### src/rtl/reorder_buffer.sv
// In-order commit ROB; `ROB_WB_BYPASS_EN adds a same-cycle writeback view to rob_valid/rob_value.
// Latency: done entry retires on the next edge, 1/cycle. Backpressure: issue_ready low when full or flushing; rdy low freezes all.
module reorder_buffer #(
    parameter int ROB_DEPTH = 16,
    parameter int TAG_W     = 4,
    parameter int XLEN      = 32
) (
    input  logic                      clk,
    input  logic                      rst,
    input  logic                      rdy,
    input  logic                      issue_valid,
    input  logic [4:0]                issue_rd,
    input  logic                      issue_is_store,
    input  logic                      issue_is_branch,
    input  logic                      issue_pred_taken,
    input  logic [XLEN-1:0]           issue_pc,
    output logic                      issue_ready,
    output logic [TAG_W-1:0]          issue_tag,
    input  logic                      wb_valid,
    input  logic [TAG_W-1:0]          wb_tag,
    input  logic [XLEN-1:0]           wb_value,
    input  logic                      wb_taken,
    output logic [ROB_DEPTH-1:0]      rob_valid,
    output logic [ROB_DEPTH*XLEN-1:0] rob_value,
    output logic                      commit_valid,
    output logic [TAG_W-1:0]          commit_tag,
    output logic [4:0]                commit_rd,
    output logic [XLEN-1:0]           commit_value,
    output logic                      commit_store,
    output logic                      flush,
    output logic [XLEN-1:0]           flush_pc
);

    localparam logic [TAG_W:0]   FULL_CNT = (TAG_W+1)'(ROB_DEPTH);
    localparam logic [TAG_W:0]   ONE_CNT  = 1;
    localparam logic [TAG_W-1:0] ONE_TAG  = 1;
    localparam logic [XLEN-1:0]  FOUR     = 4;

    logic [ROB_DEPTH-1:0] busy_q, done_q;
    logic [ROB_DEPTH-1:0] is_store_q, is_branch_q, pred_q, taken_q;
    logic [4:0]           rd_q    [ROB_DEPTH];
    logic [XLEN-1:0]      pc_q    [ROB_DEPTH];
    logic [XLEN-1:0]      value_q [ROB_DEPTH];
    logic [TAG_W-1:0]     head_q, tail_q;
    logic [TAG_W:0]       count_q;

    logic issue_fire, wb_accept, wb_take, retire, mispredict;

    assign issue_ready = (count_q != FULL_CNT) && !flush;
    assign issue_tag   = tail_q;
    assign retire      = (count_q != '0) && done_q[head_q];
    assign mispredict  = retire && is_branch_q[head_q] && (taken_q[head_q] != pred_q[head_q]);
    assign issue_fire  = rdy && issue_valid && issue_ready && !mispredict;
    assign wb_accept   = wb_valid && busy_q[wb_tag] && !done_q[wb_tag];
    // A mispredict retire wipes the window, so a writeback landing on that edge is discarded.
    assign wb_take     = rdy && wb_accept && !mispredict;

    always_ff @(posedge clk or posedge rst) begin
        if (rst) begin
            busy_q       <= '0;
            done_q       <= '0;
            head_q       <= '0;
            tail_q       <= '0;
            count_q      <= '0;
            commit_valid <= 1'b0;
            commit_store <= 1'b0;
            commit_tag   <= '0;
            commit_rd    <= '0;
            commit_value <= '0;
            flush        <= 1'b0;
            flush_pc     <= '0;
        end else begin
            commit_valid <= 1'b0;
            commit_store <= 1'b0;
            flush        <= 1'b0;
            if (rdy) begin
                if (retire) begin
                    commit_valid <= 1'b1;
                    commit_tag   <= head_q;
                    commit_rd    <= rd_q[head_q];
                    commit_value <= value_q[head_q];
                    commit_store <= is_store_q[head_q];
                end
                if (mispredict) begin
                    flush    <= 1'b1;
                    flush_pc <= taken_q[head_q] ? value_q[head_q] : pc_q[head_q] + FOUR;
                    busy_q   <= '0;
                    done_q   <= '0;
                    head_q   <= '0;
                    tail_q   <= '0;
                    count_q  <= '0;
                end else begin
                    if (issue_fire) begin
                        busy_q[tail_q] <= 1'b1;
                        done_q[tail_q] <= 1'b0;
                        tail_q         <= tail_q + ONE_TAG;
                    end
                    if (wb_take)
                        done_q[wb_tag] <= 1'b1;
                    if (retire) begin
                        busy_q[head_q] <= 1'b0;
                        done_q[head_q] <= 1'b0;
                        head_q         <= head_q + ONE_TAG;
                    end
                    if (issue_fire && !retire)
                        count_q <= count_q + ONE_CNT;
                    else if (!issue_fire && retire)
                        count_q <= count_q - ONE_CNT;
                end
            end
        end
    end

    // Payload needs no reset: it is only observed through busy/done.
    always_ff @(posedge clk) begin
        if (issue_fire) begin
            rd_q[tail_q]        <= issue_rd;
            is_store_q[tail_q]  <= issue_is_store;
            is_branch_q[tail_q] <= issue_is_branch;
            pred_q[tail_q]      <= issue_pred_taken;
            pc_q[tail_q]        <= issue_pc;
        end
        if (wb_take) begin
            value_q[wb_tag] <= wb_value;
            taken_q[wb_tag] <= wb_taken;
        end
    end

    for (genvar i = 0; i < ROB_DEPTH; i++) begin : g_bcast
`ifdef ROB_WB_BYPASS_EN
        logic hit;
        assign hit = wb_take && (wb_tag == TAG_W'(i));
        assign rob_valid[i] = (busy_q[i] & done_q[i]) | hit;
        assign rob_value[i*XLEN +: XLEN] = hit ? wb_value : value_q[i];
`else
        assign rob_valid[i] = busy_q[i] & done_q[i];
        assign rob_value[i*XLEN +: XLEN] = value_q[i];
`endif
    end

endmodule
### config.mk
export PLATFORM = sky130hd
export DESIGN_NAME = reorder_buffer
export DESIGN_NICKNAME = d
export VERILOG_FILES = /design/src/rtl/reorder_buffer.sv
export SDC_FILE = /design/constraint.sdc
export NUM_CORES = 1
export LEC_CHECK = 0
export CAP_MARGIN = 20
export CORE_MARGIN = 10
export CORE_UTILIZATION = 35
export CTS_BUF_LIST = sky130_fd_sc_hd__clkbuf_4 sky130_fd_sc_hd__clkbuf_8 sky130_fd_sc_hd__clkbuf_16
export DETAILED_ROUTE_END_ITERATION = 12
export SYNTH_ARGS = -nofsm -noshare
export SYNTH_HDL_FRONTEND = slang
export SYNTH_SLANG_ARGS = --single-unit
### constraint.sdc
create_clock -name clk -period 6.9 [get_ports clk]
set_input_delay 1.38 -clock clk [delete_from_list [all_inputs] [get_ports clk]]
set_output_delay 1.38 -clock clk [all_outputs]
set_load 0.01 [all_outputs]
==> flow_summary.yaml <==
place:
  routabilityCongestion: 0.923
  port_buffers: 690
  place_area_mm2: 0.0600
  dpl.cell_count: 4900
  dp_hpwl_um: 129000
finish:
  drive_gt1_frac: 0.230
  nFillCells: 12300
  nets: 3235
  final_util: 0.448
  final_area_mm2: 0.0646
  seq_area_mm2: 0.0381
  multiInputGateArea_mm2: 0.0120
  final-instance-count-excl-fill: 5155
  area_growth_pct: 26.9
yosys:
  ys_warn_count: 0
  synth_flop_cell: "edfxtp_1"
  synthCells: 2374
  async_flop_share: 0.0939
  synth.avg_cell_area_um2: 21.4
  synth_commonest_cells: "edfxtp_1 (1,168), mux4_2 (347), dfrtp_1 (121)"
  syn-cell-area_mm2: 0.0509
  synth_area_leader_cell: "edfxtp_1"
  synth_top_area_frac: 0.689
  synth.area.top_cells: "edfxtp_1 (69%), mux4_2 (15%), dfrtp_1 (6.0%), mux2_2 (0.75%), buf_2 (0.57%)"
  synth-seq-area-share: 0.749
  syn_nets: 2470
  ys_ff_latch: 1289
  synth_edf_count: 1168
  synth_most_common_cell: "edfxtp_1"
  synth_cell_types: 74
critical_path:
  crit_chain: "mux4_2 -> mux2i_1 -> a2bb2oi_2 -> nor3_2 -> buf_4 -> nand2b_4 -> nor2_8 -> nand3_4 -> nor2_4 -> buf_4"
  crit_start: "head_q[1]$_DFFE_PP0P_"
  crit_path_end_kind: "register"
  setup.worst_path.end: "value_q[14][16]$_DFFE_PP_"
  worst-path-buf-inv: 2
  cp_slowest_cell: "dfrtp_4"
  worst-path-stages: 10
  crit_path_max_fanout: 60
  path_class: "register to register"
  reg2reg_slack_ns: 1.82
  start_kind: "register"
  arrival_ns: 5.56
  r2r-start: "head_q[1]$_DFFE_PP0P_"
  cp.required_ns: 7.37
  critPathTopFamily: "simple AND/OR/NAND/NOR gates"
  crit_top_cell: "buf_4"
  slowest_delay_ns: 1.08
  timing.rr.end: "value_q[14][16]$_DFFE_PP_"
  ff2ff_path_depth: 10
power_and_ir_drop:
  vdd_drop_max_v: 0.000355
  cellPowerDensity_mw_per_mm2: 376
  leakage_nw: 21.0
cts:
  cts_hold_buf: 0
  clock_path_buffers: 3
  cts_root_buf: "clkbuf_16"
  cts_max_level: 4
  cts_tree: "yes"
  cts_buffers: 140
  cts_sinks: 1289
  clk_latency_ns: 0.79
  postCtsSetupBuffers: 0
  ctsResizeCount: 0
  path_clk_slew_ns: 0.06
detailed_routing:
  wl_per_cell_um: 35.7
  postRouteAntennaNets: 0
  route.detailed.drc: 0
  first_pass_iters: 5
  vias_per_cell: 5.54
  vias: 28600
  drt-initial-drc-count: 3118
  routed_wl_um: 184000
die:
  die_w_um: 401
  start_util: 0.353
  rows: 139
  die_y_um: 401
  num_io_pins: 691
  coreArea_mm2: 0.144
  die_area_mm2: 0.161
job:
  maxCapViolations: 0
timing:
  fin_worst_skew_ns: 0.0349
  timing.setup.tns_ns: 0
  rsz0062_at_grt: "no"
  setup_violations: 0
  max_slew_margin: 0.253
  worstMarginPinSlew_ns: 1.12
  min_period_over_period: 0.737
  drv_slew: 0
  hold_viol: 0
  fmax_ghz: 0.197
  period_minus_slack_ns: 5.08
global_routing:
  antenna_found_initial: 21
  grt-busiest-layer: "met2"
  grt_pass1_vias: 29300
  grtUsageTotal: 0.223
  grt_pass1_wl_um: 253000
  overflow: 0
  grt_max_degree: 107
  use_met1: 0.280
  use_met3: 0.0854
  grt_use_met2: 0.358
run_status:
  status: "completed"
worst_hold_path:
  hp-class: "register to register"
## tightest hold or removal path, stage by stage, from the launching register on
cell,delay [ns]
dfrtp_1,0.34
nand2_1,0.05
o31ai_1,0.05
## worst min path at each step
stage,start,to,depth (start not counted)
finish,flush_pc[21]$_DFFE_PP0P_,flush_pc[21]$_DFFE_PP0P_,2
global route,commit_value[19]$_DFFE_PP0P_,commit_value[19]$_DFFE_PP0P_,1
CTS,flush_pc[21]$_DFFE_PP0P_,flush_pc[21]$_DFFE_PP0P_,2
detailed placement,flush_pc[21]$_DFFE_PP0P_,flush_pc[21]$_DFFE_PP0P_,2
global placement,flush_pc[15]$_DFFE_PP0P_,flush_pc[15]$_DFFE_PP0P_,2
floorplan,busy_q[15]$_DFFE_PP0P_,busy_q[15]$_DFFE_PP0P_,1
## logic make-up after synthesis
kind of cell,after synthesis,share of synthesized area
multiplexers,408,0.167
AO/OA/AOI/OAI,211,0.0282
buffers and inverters,159,0.0185
flip-flops,1289,0.749
XOR/XNOR,28,0.00482
adder cells (fa/ha/maj),14,0.00359
AND/OR/NAND/NOR,265,0.0289
## where the power goes
part           internal (W)  total, W  switching, W
clock               0.00421   0.00738       0.00318
sequential          0.00902   0.00956      0.000543
combinational       0.00321   0.00737       0.00416
## layout make-up
class	count	area share
clock buffer	188	0.0614
inverter	32	0.00198
timing repair buffer	750	0.114
clock inverter	61	0.00897
sequential	1289	0.590
antenna	6	0.000232
tap	1903	0.0369
multi-input combinational	926	0.186
## per-layer routing
metal	up-vias	wire [µm]
li1	11500	-
met2	1483	87800
met4	6	5960
met5	-	41
met1	15300	70200
met3	265	20200
## cells in the final DEF (no fill, tap or decap), types with 24 or more instances in the layout
cell | Yosys | routed
mux2_2 | 34 | 34
a21oi_1 | 50 | 50
buf_4 | 10 | 58
clkinv_1 | 2 | 29
and2_1 | 25 | 25
edfxtp_1 | 1168 | 1168
dfrtp_1 | 121 | 118
o21ai_0 | 24 | 24
clkbuf_4 | 0 | 41
mux4_2 | 347 | 347
clkdlybuf4s50_1 | 0 | 690
a22oi_1 | 36 | 36
clkbuf_16 | 0 | 145
nor2_1 | 46 | 28
nand2_1 | 70 | 69
## metrics by stage
stage / power (W) / hold slack (ns) / setup slack [ns]
global placement: 0.0172 / 0.464 / 1.84
floorplan: 0.0142 / 0.480 / 1.25
global route: 0.0253 / 0.512 / 1.65
finish: 0.0243 / 0.481 / 1.82
detailed placement: 0.0172 / 0.474 / 1.75
CTS: 0.0246 / 0.488 / 1.82
## state kept, by name (all words and copies together), names as in the netlist
register,cells
head_q,4
commit_valid,1
is_branch_q,16
rd_q,80
busy_q,16
issue_tag,4
commit_tag,4
pred_q,16
commit_value,32
commit_rd,5
taken_q,16
done_q,16
pc_q,512
count_q,5
commit_store,1
flush,1
flush_pc,32
value_q,512
is_store_q,16
(Power assumes the default switching activity.)
